`src/rtl/bf16_pkg.sv`:
```
// Shared bfloat16 definitions for the multiply-accumulate datapath:
// field geometry, special encodings, operand classification and the
// stage records carried through the multiplier pipeline.
package bf16_pkg;

  localparam int EXP_W = 8;
  localparam int MAN_W = 7;
  localparam int BIAS  = 127;

  localparam logic [15:0] QNAN    = 16'h7FC0;
  localparam logic [15:0] POS_INF = 16'h7F80;
  localparam logic [15:0] NEG_INF = 16'hFF80;

  // Special-case outcome decided at unpack time, in priority order.
  typedef enum logic [1:0] {
    SP_NONE = 2'd0,
    SP_NAN  = 2'd1,
    SP_INF  = 2'd2,
    SP_ZERO = 2'd3
  } special_e;

  // Unpacked operands after stage 1.
  typedef struct packed {
    logic             sign;
    logic [9:0]       exp;     // two's complement, eA + eB - BIAS
    logic [MAN_W:0]   man_a;   // mantissa with hidden bit
    logic [MAN_W:0]   man_b;
    special_e         special;
  } s1_t;

  // Raw product after stage 2.
  typedef struct packed {
    logic             sign;
    logic [9:0]       exp;
    logic [15:0]      prod;
    special_e         special;
  } s2_t;

  function automatic logic [EXP_W-1:0] exp_of(input logic [15:0] x);
    return x[MAN_W +: EXP_W];
  endfunction

  function automatic logic [MAN_W-1:0] man_of(input logic [15:0] x);
    return x[MAN_W-1:0];
  endfunction

  function automatic logic is_nan(input logic [15:0] x);
    return (exp_of(x) == '1) && (man_of(x) != '0);
  endfunction

  function automatic logic is_inf(input logic [15:0] x);
    return (exp_of(x) == '1) && (man_of(x) == '0);
  endfunction

  // Denormals flush to zero on input, so any zero exponent counts as zero.
  function automatic logic is_zero(input logic [15:0] x);
    return exp_of(x) == '0;
  endfunction

endpackage

```
`src/rtl/bf16_round_pack.sv`:
```
// Combinational normalize, round-to-nearest-even and pack of a raw
// 16-bit mantissa product, with special-case override.
module bf16_round_pack
  import bf16_pkg::*;
#(
  parameter logic [15:0] NAN_PATTERN = 16'h7FC0
) (
  input  logic        sign_i,
  input  logic [9:0]  exp_i,
  input  logic [15:0] prod_i,
  input  special_e    special_i,
  output logic [15:0] result_o
);

  logic signed [9:0] e;
  logic [7:0]        kept;
  logic              guard;
  logic              sticky;
  logic              rnd;
  logic [7:0]        low_sum;   // {carry out of kept[6:0], rounded mantissa}
  logic [6:0]        man;

  // Normalize on p[15], round to nearest even, then pack or saturate.
  always_comb begin
    e = $signed(exp_i);
    if (prod_i[15]) begin
      e      = e + 10'sd1;
      kept   = prod_i[15:8];
      guard  = prod_i[7];
      sticky = |prod_i[6:0];
    end else begin
      kept   = prod_i[14:7];
      guard  = prod_i[6];
      sticky = |prod_i[5:0];
    end

    rnd     = guard & (sticky | kept[0]);
    low_sum = {1'b0, kept[6:0]} + {7'b0, rnd};
    man     = low_sum[6:0];
    // Rounding 0xFF up gives 0x100: bump the exponent, mantissa wraps to 0.
    if (low_sum[7] && kept[7]) e = e + 10'sd1;

    result_o = '0;
    unique case (special_i)
      SP_NAN:  result_o = NAN_PATTERN;
      SP_INF:  result_o = sign_i ? NEG_INF : POS_INF;
      SP_ZERO: result_o = {sign_i, 15'h0};
      default: begin
        if (e >= 10'sd255)     result_o = sign_i ? NEG_INF : POS_INF;
        else if (e <= 10'sd0)  result_o = {sign_i, 15'h0};
        else                   result_o = {sign_i, e[7:0], man};
      end
    endcase
  end

endmodule

```
`src/rtl/bfloat16_mul_pipelined.sv`:
```
// Three-stage pipelined bfloat16 multiplier with valid tracking and a
// global clock-enable so the whole MAC pipeline stalls as a unit.
module bfloat16_mul_pipelined #(
  parameter int          STAGES = 3,
  parameter logic [15:0] QNAN   = 16'h7FC0
) (
  input  logic        clk,
  input  logic        rst,
  input  logic        ce,
  input  logic        in_valid,
  input  logic [15:0] A,
  input  logic [15:0] B,
  output logic        out_valid,
  output logic [15:0] result
);
  import bf16_pkg::*;

  logic [STAGES-1:0] vld_q;
  s1_t               s1_d, s1_q;
  s2_t               s2_d, s2_q;
  logic [15:0]       result_d, result_q;

  logic nan_a, nan_b, inf_a, inf_b, zero_a, zero_b;

  // Stage 1: unpack operands, classify specials, form the biased exponent sum.
  always_comb begin
    // NOTE: give every always_comb output a default first so no path infers a latch.
    s1_d   = '0;
    nan_a  = is_nan(A);
    nan_b  = is_nan(B);
    inf_a  = is_inf(A);
    inf_b  = is_inf(B);
    zero_a = is_zero(A);
    zero_b = is_zero(B);

    s1_d.sign  = A[15] ^ B[15];
    s1_d.exp   = {2'b0, exp_of(A)} + {2'b0, exp_of(B)} - 10'(BIAS);
    s1_d.man_a = {|exp_of(A), man_of(A)};
    s1_d.man_b = {|exp_of(B), man_of(B)};

    if (nan_a || nan_b || (inf_a && zero_b) || (zero_a && inf_b))
      s1_d.special = SP_NAN;
    else if (inf_a || inf_b)
      s1_d.special = SP_INF;
    else if (zero_a || zero_b)
      s1_d.special = SP_ZERO;
    else
      s1_d.special = SP_NONE;
  end

  // Stage 2: 8x8 mantissa multiply; sign, exponent and specials pass through.
  always_comb begin
    s2_d         = '0;
    s2_d.sign    = s1_q.sign;
    s2_d.exp     = s1_q.exp;
    s2_d.special = s1_q.special;
    s2_d.prod    = 16'(s1_q.man_a) * 16'(s1_q.man_b);
  end

  // Stage 3: normalize, round and pack.
  bf16_round_pack #(
    .NAN_PATTERN(QNAN)
  ) u_round_pack (
    .sign_i    (s2_q.sign),
    .exp_i     (s2_q.exp),
    .prod_i    (s2_q.prod),
    .special_i (s2_q.special),
    .result_o  (result_d)
  );

  // Pipeline registers: reset beats clock-enable; ce=0 freezes every stage.
  always_ff @(posedge clk) begin
    if (rst) begin
      vld_q    <= '0;
      s1_q     <= '0;
      s2_q     <= '0;
      result_q <= '0;
    end else if (ce) begin
      // NOTE: non-blocking assignments so each stage captures the previous stage's old value.
      vld_q    <= {vld_q[STAGES-2:0], in_valid};
      s1_q     <= s1_d;
      s2_q     <= s2_d;
      result_q <= result_d;
    end
  end

  assign out_valid = vld_q[STAGES-1];
  assign result    = result_q;

endmodule

```
`config.mk`:
```
export PLATFORM = sky130hd
export DESIGN_NAME = bfloat16_mul_pipelined
export DESIGN_NICKNAME = d
export VERILOG_FILES = /design/src/rtl/bf16_pkg.sv /design/src/rtl/bf16_round_pack.sv /design/src/rtl/bfloat16_mul_pipelined.sv
export SDC_FILE = /design/constraint.sdc
export NUM_CORES = 1
export LEC_CHECK = 0
export BUFFER_PORTS_ARGS = -buffer_cell sky130_fd_sc_hd__buf_4
export CAP_MARGIN = 40
export CELL_PAD_IN_SITES_DETAIL_PLACEMENT = 0
export CELL_PAD_IN_SITES_GLOBAL_PLACEMENT = 2
export CORE_MARGIN = 10
export CORE_UTILIZATION = 38
export CTS_BUF_LIST = sky130_fd_sc_hd__clkbuf_16
export CTS_CLUSTER_DIAMETER = 150
export DETAILED_ROUTE_END_ITERATION = 8
export GPL_TIMING_DRIVEN = 0
export PLACE_DENSITY_LB_ADDON = 0.1
export SETUP_SLACK_MARGIN = 0.05
export SLEW_MARGIN = 10
export SYNTH_ARGS = -nofsm -noshare
export SYNTH_HDL_FRONTEND = slang
export SYNTH_HIERARCHICAL = 1
export SYNTH_SLANG_ARGS = --single-unit
export TNS_END_PERCENT = 100
```
`constraint.sdc`:
```
create_clock -name clk -period 5.83 [get_ports clk]
set_input_delay 0 -clock clk [delete_from_list [all_inputs] [get_ports clk]]
set_output_delay 0 -clock clk [all_outputs]
set_load 0.03 [all_outputs]
```
==> metrics.txt, run 1 <==
# TYPE chip_impl_metric gauge
chip_impl_metric{name="power.ir.vdd_worst",unit="mV"} 0.143
chip_impl_metric{name="worst_ep_arrival_time",unit="ps"} 4700
chip_impl_metric{name="ctsHtreeMaxLevel",unit=""} 3
chip_impl_metric{name="number_of_buffers_added_by_the_clock_tree_synthesis_step",unit=""} 9
chip_impl_metric{name="drv_slew",unit=""} 0
chip_impl_metric{name="worstPathMaxFanout",unit=""} 9
chip_impl_metric{name="minimum_setup_slack_in_the_final_design",unit="ps"} 1340
chip_impl_metric{name="overflow",unit=""} 0
chip_impl_metric{name="grt_util_all_layers",unit="%"} 15.5
chip_impl_metric{name="dpl_cell_area",unit="um^2"} 7240
chip_impl_metric{name="ratio_of_cells_with_drive_above_1_in_the_final_layout",unit="%"} 11.3
chip_impl_metric{name="postRouteAntennaNets",unit=""} 0
chip_impl_metric{name="fin_crit",unit="ps"} 4490
chip_impl_info{name="worstPathCellList",value="nand2_1, fa_1, fa_1, inv_1, fa_1, inv_1, fa_1, inv_1, ha_1, o21a_1, o31a_2, o21ai_1, o21ai_1, xnor2_1, a211oi_1"} 1
chip_impl_metric{name="max_clock_freq",unit="MHz"} 223
chip_impl_info{name="post-synth-top-area-cell",value="sky130_fd_sc_hd__dfxtp_1"} 1
chip_impl_metric{name="critical_path_required",unit="ps"} 6040
chip_impl_metric{name="timing.final.crit_share",unit="%"} 77.0
chip_impl_info{name="crit_path_frequent_cell",value="sky130_fd_sc_hd__fa_1"} 1
chip_impl_metric{name="final_util",unit="%"} 44.9
chip_impl_metric{name="netlist_instances",unit=""} 765
chip_impl_metric{name="report.final.setup_viol",unit=""} 0
chip_impl_metric{name="post_synth_and_or_nand_nor_area_fraction",unit="%"} 20.9
chip_impl_info{name="status",value="complete, no violations"} 1
chip_impl_metric{name="detail_route.wl_per_cell",unit="um"} 16.1
chip_impl_metric{name="avgSynthCellArea",unit="um^2"} 8.59
chip_impl_metric{name="die-width",unit="um"} 152
chip_impl_info{name="synth.top_cells.by_count",value="sky130_fd_sc_hd__nor2_1, sky130_fd_sc_hd__dfxtp_1, sky130_fd_sc_hd__inv_1, sky130_fd_sc_hd__mux2i_1, sky130_fd_sc_hd__ha_1"} 1
chip_impl_metric{name="post_synthesis_cell_area",unit="um^2"} 6580
chip_impl_metric{name="vias_per_cell",unit=""} 5.08
chip_impl_metric{name="drc_errors",unit=""} 0
chip_impl_info{name="rsz_0062_raised_after_global_routing",value="no"} 1
chip_impl_metric{name="synthArstFlopShare",unit="%"} 0
chip_impl_metric{name="count_of_buffer_and_inverter_cells_on_the_critical_path",unit=""} 3
chip_impl_metric{name="synth-seq-cells",unit=""} 77
chip_impl_metric{name="setup_total_negative_slack",unit="ps"} 0
chip_impl_metric{name="summed_area_of_non_filler_cells_in_the_final_layout",unit="um^2"} 7690
chip_impl_metric{name="first_global_vias",unit=""} 5549
chip_impl_metric{name="dr.first_iter.drc_count",unit=""} 154
chip_impl_metric{name="clk_pin_slew_worst_paths",unit="ps"} 70
chip_impl_metric{name="fp-row-count",unit=""} 48
chip_impl_metric{name="num-nets-final",unit=""} 975
chip_impl_info{name="type_of_origin_of_the_critical_path",value="register"} 1
chip_impl_metric{name="drtPass1Iterations",unit=""} 4
chip_impl_info{name="ctsRootBufferMaster",value="sky130_fd_sc_hd__clkbuf_16"} 1
chip_impl_metric{name="design.die.area",unit="um^2"} 23000
chip_impl_metric{name="hold_viol",unit=""} 0
chip_impl_metric{name="antenna_found_initial",unit=""} 0
chip_impl_info{name="worstHoldPathType",value="in2reg"} 1
chip_impl_metric{name="syn_to_final_growth",unit="%"} 17.0
chip_impl_info{name="critical_path_endpoint_category",value="register"} 1
chip_impl_metric{name="number_of_warnings_issued_by_yosys",unit=""} 6
chip_impl_metric{name="floorplan.core_area",unit="um^2"} 17100
chip_impl_info{name="critPathTopFamily",value="adder cells"} 1
chip_impl_metric{name="synth_fa_ha_area_share",unit="%"} 22.3
chip_impl_info{name="yosysMostFrequentCell",value="sky130_fd_sc_hd__nor2_1"} 1
chip_impl_metric{name="floorplan.initialDensity",unit="%"} 38.4
chip_impl_metric{name="clockBufferDepth",unit=""} 2
chip_impl_metric{name="vias_after_detailed_routing",unit=""} 5458
chip_impl_metric{name="slew-limit-headroom",unit="%"} 44.6
chip_impl_metric{name="source_to_sink_clock_delay_at_the_later_pin_of_the_worst_skew_pair",unit="ps"} 350
chip_impl_metric{name="synthXorXnorAreaFrac",unit="%"} 4.11
chip_impl_metric{name="port_buffers",unit=""} 51
chip_impl_info{name="synth_top_flop_cell",value="sky130_fd_sc_hd__dfxtp_1"} 1
chip_impl_metric{name="clock-sinks",unit=""} 77
chip_impl_metric{name="ioPinCount",unit=""} 53
chip_impl_metric{name="synth_compound_area_share",unit="%"} 12.9
chip_impl_metric{name="dp_hpwl",unit="um"} 14000
chip_impl_metric{name="postCtsResizedCells",unit=""} 0
chip_impl_metric{name="max_cap_viol_count",unit=""} 0
chip_impl_metric{name="number_of_post_cts_setup_repair_buffers",unit=""} 0
chip_impl_metric{name="synth_cell_types",unit=""} 69
chip_impl_metric{name="syn-num-nets",unit=""} 896
chip_impl_metric{name="synth_top_area_share",unit="%"} 23.4
chip_impl_info{name="tritoncts_clock_tree",value="built"} 1
chip_impl_metric{name="clock-skew-final",unit="ps"} 9.48
chip_impl_info{name="yosys-top-cells-area",value="sky130_fd_sc_hd__dfxtp_1, sky130_fd_sc_hd__fa_1, sky130_fd_sc_hd__ha_1"} 1
chip_impl_metric{name="route.final.wire_length",unit="um"} 17200
chip_impl_metric{name="chipHeight",unit="um"} 152
chip_impl_metric{name="gp_routability_congestion",unit=""} 0.858
chip_impl_metric{name="synthMuxAreaShare",unit="%"} 9.53
chip_impl_metric{name="grt_first_pass_wirelength",unit="um"} 28400
chip_impl_metric{name="max_stage_delay",unit="ps"} 550
chip_impl_metric{name="pin_count_of_the_biggest_net_entering_global_routing",unit=""} 16
chip_impl_metric{name="synth_seq_area_share",unit="%"} 23.4
chip_impl_metric{name="p_per_area",unit="nW/um^2"} 190
chip_impl_info{name="main_combinational_cell_family_by_area_after_synthesis",value="adder cells"} 1
chip_impl_info{name="timing.setup.critical_path_class",value="reg2reg"} 1
chip_impl_info{name="crit_path_top_delay_cell",value="sky130_fd_sc_hd__fa_1"} 1
chip_impl_metric{name="detailedPlace.worstSlack",unit="ps"} 1330
chip_impl_metric{name="synth_edf_count",unit=""} 0
chip_impl_metric{name="num_antenna_cells",unit=""} 0
chip_impl_metric{name="timing_worst_slew_pin_value",unit="ps"} 831
chip_impl_metric{name="static-leakage-power",unit="nW"} 3.59
worst reg2reg max path, stage by stage (launching register included):
cell                       delay [ps]
sky130_fd_sc_hd__dfxtp_1          540
sky130_fd_sc_hd__nand2_1          140
sky130_fd_sc_hd__fa_1             540
sky130_fd_sc_hd__fa_1             550
sky130_fd_sc_hd__inv_1             50
sky130_fd_sc_hd__fa_1             520
sky130_fd_sc_hd__inv_1             50
sky130_fd_sc_hd__fa_1             530
sky130_fd_sc_hd__inv_1             40
sky130_fd_sc_hd__ha_1             320
sky130_fd_sc_hd__o21a_1           120
sky130_fd_sc_hd__o31a_2           140
sky130_fd_sc_hd__o21ai_1          240
sky130_fd_sc_hd__o21ai_1          120
sky130_fd_sc_hd__xnor2_1          330
sky130_fd_sc_hd__a211oi_1         130
placed cells by master, fill, tap and decap left out, drive strengths merged, types with 24 or more instances in the layout:
cell type	n
a21oi	30
dfxtp	77
buf	69
mux2i	60
inv	80
and2	54
ha	58
nand2	46
fa	37
o21ai	24
nor2	95
per-stage QoR:
| stage | cells | power (mW) | hold WS (ps) |
|---|---|---|---|
| 2_1_floorplan | 765 | 0.814 | 147 |
| 3_3_place_gp | 1041 | 0.914 | 236 |
| 3_5_place_dp | 1041 | 0.920 | 247 |
| 4_1_cts | 1074 | 1.47 | 22.0 |
| 5_1_grt | 1074 | 1.54 | 38.2 |
| 6_report | 1074 | 1.46 | 3.32 |
per-layer routing:
metal | vias up | GRT usage, % | share of wire, %
li1 | 2787 | - | -
met1 | 2560 | 20.6 | 49
met2 | 90 | 25.0 | 45
met3 | 21 | 2.67 | 3.4
met4 | 0 | 5.00 | 1.8
met5 | - | 0 | 0
report_power, final:
group          switching [mW]  total [mW]  internal (mW)
logic                   0.180       0.324          0.144
registers              0.0360       0.592          0.556
clock network           0.248       0.543          0.295
total                   0.465        1.46          0.995
worst paths after layout:
check | cells past startpoint | slack [ps] | endpoint | start
max | 15 | 1340 | s2_q[17] | s1_q[9]
min | 4 | 3 | s2_q[14] | rst
max reg2reg | 15 | 1340 | s2_q[17] | s1_q[9]
min reg2reg | 2 | 450 | s2_q[14] | s2_q[14]
flip-flops by register name (all words and copies together), names as in the netlist:
name	flops
vld_q	3
s2_q	29
s1_q	29
result	16
repair_timing:
action / CTS / global route
hold buffers: 17 / 0
endpoints found under the setup margin: 0 / 0
endpoints found under the hold margin: 16 / 0
kinds of logic after synthesis:
group | Yosys count
compound gates | 120
flops | 77
fa+ha+maj | 95
simple gates | 272
xor+xnor | 30
mux | 62
buf+inv | 109
final cells by class:
cell class / count / area [um^2]
repair buffers: 68 / 553
fillers: 1703 / 9420
clock buffers: 9 / 225
flip-flops and latches: 77 / 1540
multi-input cells: 579 / 4580
plain buffers: 32 / 160
well taps: 225 / 282
clock inverters: 7 / 58.8
inverters: 77 / 289
Power figures use the tool's default switching activity.
==> run 2, diff against run 1 <==
Clock period 5.83 ns to 4.2 ns, I/O delays scaled along.
==> run 2 against run 1 <==
Effect of this change: total power is 41% higher; critical endpoint unchanged; critical path depth fell by 1; largest power group unchanged; combinational power increased by 50%; critical path type unchanged; clock power increased by 38%; wire length grew 3.4%; utilization up 1.8 points; hold slack better by 16 ps; cell count up 0.93%; flip-flop and latch count did not move.
==> metrics.txt, run 2 (synthesis gave the netlist of run 1 again) <==
# TYPE chip_impl_metric gauge
chip_impl_info{name="status",value="complete, no violations"} 1
chip_impl_metric{name="number_of_buffers_added_by_the_clock_tree_synthesis_step",unit=""} 9
chip_impl_info{name="crit_path_frequent_cell",value="sky130_fd_sc_hd__fa_1"} 1
chip_impl_info{name="rsz_0062_raised_after_global_routing",value="no"} 1
chip_impl_info{name="holdCritStartpoint",value="rst"} 1
chip_impl_info{name="worstHoldPathType",value="in2reg"} 1
chip_impl_metric{name="clk_pin_slew_worst_paths",unit="ps"} 70
chip_impl_metric{name="filler_cell_count",unit=""} 1674
chip_impl_metric{name="max_stage_delay",unit="ps"} 520
chip_impl_metric{name="p_per_area",unit="nW/um^2"} 257
chip_impl_info{name="critPathTopFamily",value="adder cells"} 1
chip_impl_metric{name="design.die.area",unit="um^2"} 23000
chip_impl_info{name="worstPathCellList",value="and2_1, fa_1, fa_1, fa_1, inv_1, fa_1, inv_1, ha_4, a21oi_4, nand2_2, o21ai_4, o21ai_2, xnor2_2, a211oi_2"} 1
chip_impl_metric{name="hold_viol",unit=""} 0
chip_impl_metric{name="worst_hold_slack",unit="ps"} 19.5
chip_impl_metric{name="clock-sinks",unit=""} 77
chip_impl_info{name="timing.setup.critical_path_class",value="reg2reg"} 1
chip_impl_info{name="tritoncts_clock_tree",value="built"} 1
chip_impl_metric{name="clock-skew-final",unit="ps"} 9.53
chip_impl_metric{name="first_global_vias",unit=""} 5596
chip_impl_metric{name="dp_hpwl",unit="um"} 14000
chip_impl_metric{name="source_to_sink_clock_delay_at_the_later_pin_of_the_worst_skew_pair",unit="ps"} 350
chip_impl_metric{name="detail_route.wl_per_cell",unit="um"} 16.4
chip_impl_metric{name="syn_to_final_growth",unit="%"} 21.8
chip_impl_metric{name="grt_util_all_layers",unit="%"} 15.7
chip_impl_info{name="mostFrequentLayoutCell",value="sky130_fd_sc_hd__nor2_1"} 1
chip_impl_metric{name="fin_crit",unit="ps"} 4040
chip_impl_info{name="type_of_origin_of_the_critical_path",value="register"} 1
chip_impl_metric{name="dpl_cell_area",unit="um^2"} 7240
chip_impl_metric{name="overflow",unit=""} 0
chip_impl_metric{name="gp_routability_congestion",unit=""} 0.858
chip_impl_metric{name="ratio_of_cells_with_drive_above_1_in_the_final_layout",unit="%"} 17.5
chip_impl_metric{name="timing_worst_slew_pin_value",unit="ps"} 849
chip_impl_info{name="critical_path_endpoint_category",value="register"} 1
chip_impl_metric{name="floorplan.initialDensity",unit="%"} 38.4
chip_impl_metric{name="r2r_slack",unit="ps"} 160
chip_impl_metric{name="drc_errors",unit=""} 0
chip_impl_info{name="timing.rr.start",value="s1_q[4]"} 1
chip_impl_metric{name="antenna_found_initial",unit=""} 0
chip_impl_info{name="hold_end",value="s2_q[14]"} 1
chip_impl_metric{name="vias_per_cell",unit=""} 5.12
chip_impl_metric{name="report.final.setup_viol",unit=""} 0
chip_impl_metric{name="hold_depth",unit=""} 4
chip_impl_metric{name="reg2regPathDepth",unit=""} 14
chip_impl_metric{name="drtPass1Iterations",unit=""} 4
chip_impl_metric{name="dr.first_iter.drc_count",unit=""} 141
chip_impl_metric{name="floorplan.core_area",unit="um^2"} 17100
chip_impl_metric{name="drv_slew",unit=""} 0
chip_impl_info{name="mostFrequentLayoutCells",value="sky130_fd_sc_hd__nor2_1, sky130_fd_sc_hd__inv_1, sky130_fd_sc_hd__dfxtp_1, sky130_fd_sc_hd__buf_4, sky130_fd_sc_hd__mux2i_1"} 1
chip_impl_info{name="crit_path_top_delay_cell",value="sky130_fd_sc_hd__fa_1"} 1
chip_impl_metric{name="route.final.wire_length",unit="um"} 17800
chip_impl_metric{name="power.ir.vdd_worst",unit="mV"} 0.198
chip_impl_metric{name="summed_area_of_non_filler_cells_in_the_final_layout",unit="um^2"} 8010
chip_impl_metric{name="grt_first_pass_wirelength",unit="um"} 28600
chip_impl_metric{name="die-width",unit="um"} 152
chip_impl_metric{name="fp-row-count",unit=""} 48
chip_impl_info{name="ctsRootBufferMaster",value="sky130_fd_sc_hd__clkbuf_16"} 1
chip_impl_metric{name="final_util",unit="%"} 46.8
chip_impl_info{name="worst_r2r_endpoint",value="s2_q[17]"} 1
chip_impl_metric{name="max_cap_viol_count",unit=""} 0
chip_impl_metric{name="worst_ep_arrival_time",unit="ps"} 4260
chip_impl_metric{name="pin_count_of_the_biggest_net_entering_global_routing",unit=""} 16
chip_impl_metric{name="ioPinCount",unit=""} 53
chip_impl_metric{name="max_clock_freq",unit="MHz"} 248
chip_impl_metric{name="chipHeight",unit="um"} 152
chip_impl_metric{name="num-nets-final",unit=""} 985
chip_impl_metric{name="clockBufferDepth",unit=""} 2
chip_impl_metric{name="count_of_buffer_and_inverter_cells_on_the_critical_path",unit=""} 2
chip_impl_metric{name="vias_after_detailed_routing",unit=""} 5547
chip_impl_metric{name="slew-limit-headroom",unit="%"} 43.4
chip_impl_metric{name="critical_path_required",unit="ps"} 4420
chip_impl_metric{name="timing.final.crit_share",unit="%"} 96.2
chip_impl_metric{name="postRouteAntennaNets",unit=""} 0
chip_impl_metric{name="port_buffers",unit=""} 51
chip_impl_metric{name="ctsHtreeMaxLevel",unit=""} 3
chip_impl_metric{name="num_antenna_cells",unit=""} 0
chip_impl_metric{name="worstPathMaxFanout",unit=""} 9
chip_impl_metric{name="static-leakage-power",unit="nW"} 3.66
-- run 2: layout make-up --
| cell class | count | area (um^2) | area share, % |
|---|---|---|---|
| buffer | 32 | 160 | 2.00 |
| sequential | 77 | 1580 | 19.8 |
| clock inverter | 7 | 58.8 | 0.734 |
| timing repair buffer | 78 | 632 | 7.89 |
| inverter | 77 | 289 | 3.61 |
| clock buffer | 9 | 225 | 2.81 |
| tap | 225 | 282 | 3.52 |
| multi-input combinational | 579 | 4780 | 59.7 |
-- run 2: how the worst max path moves through the flow --
| stage | endpoint | start | slack (ps) | depth (start not counted) |
|---|---|---|---|---|
| after CTS | s2_q[17] | s1_q[8] | 40 | 15 |
| after global placement | s2_q[17] | s1_q[9] | -320 | 15 |
| final | s2_q[17] | s1_q[4] | 160 | 14 |
| after floorplan | s2_q[16] | s1_q[11] | 170 | 14 |
| after detailed placement | s2_q[17] | s1_q[9] | -300 | 15 |
| after global routing | s2_q[16] | s1_q[13] | 40 | 14 |
-- run 2: routing by layer --
layer  share of wire [%]  vias to the layer above  global-route usage (%)  routed length (um)
li1                    -                     2807                       -                   -
met1                  48                     2620                    20.6                8600
met2                  47                       98                    25.5                8300
met3                 3.4                       22                    2.67                 602
met4                 1.8                        0                    5.00                 316
met5                   0                        -                       0                   0
-- run 2: report_power, final --
| part | switching, mW | internal [mW] |
|---|---|---|
| Clock | 0.342 | 0.409 |
| Combinational | 0.267 | 0.218 |
| Sequential | 0.0489 | 0.771 |
-- run 2: what timing repair did --
action | in CTS | in global routing
pin swaps | 6 | 33
resized for setup | 24 | 44
gates cloned | 0 | 0
hold endpoints to repair | 16 | 0
buffers inserted | 0 | 10
hold buffers | 17 | 0
setup endpoints to repair | 7 | 7
-- run 2: worst register-to-register path, cell delays in order, from the launching register on --
cell and delay [ps]:
sky130_fd_sc_hd__dfxtp_4 380, sky130_fd_sc_hd__and2_1 180, sky130_fd_sc_hd__fa_1 520, sky130_fd_sc_hd__fa_1 520, sky130_fd_sc_hd__fa_1 510, sky130_fd_sc_hd__inv_1 60
sky130_fd_sc_hd__fa_1 400, sky130_fd_sc_hd__inv_1 100, sky130_fd_sc_hd__ha_4 230, sky130_fd_sc_hd__a21oi_4 220, sky130_fd_sc_hd__nand2_2 120, sky130_fd_sc_hd__o21ai_4 190
sky130_fd_sc_hd__o21ai_2 100, sky130_fd_sc_hd__xnor2_2 260, sky130_fd_sc_hd__a211oi_2 110
-- run 2: stage by stage --
step / worst slack [ps] / power (mW) / instances / setup TNS [ps]
finish: 161 / 2.06 / 1084 / 0
global route: 35.5 / 2.17 / 1084 / 0
CTS: 36.6 / 2.05 / 1074 / 0
detailed placement: -302 / 1.28 / 1041 / -811
global placement: -318 / 1.27 / 1041 / -639
floorplan: 171 / 1.13 / 765 / 0
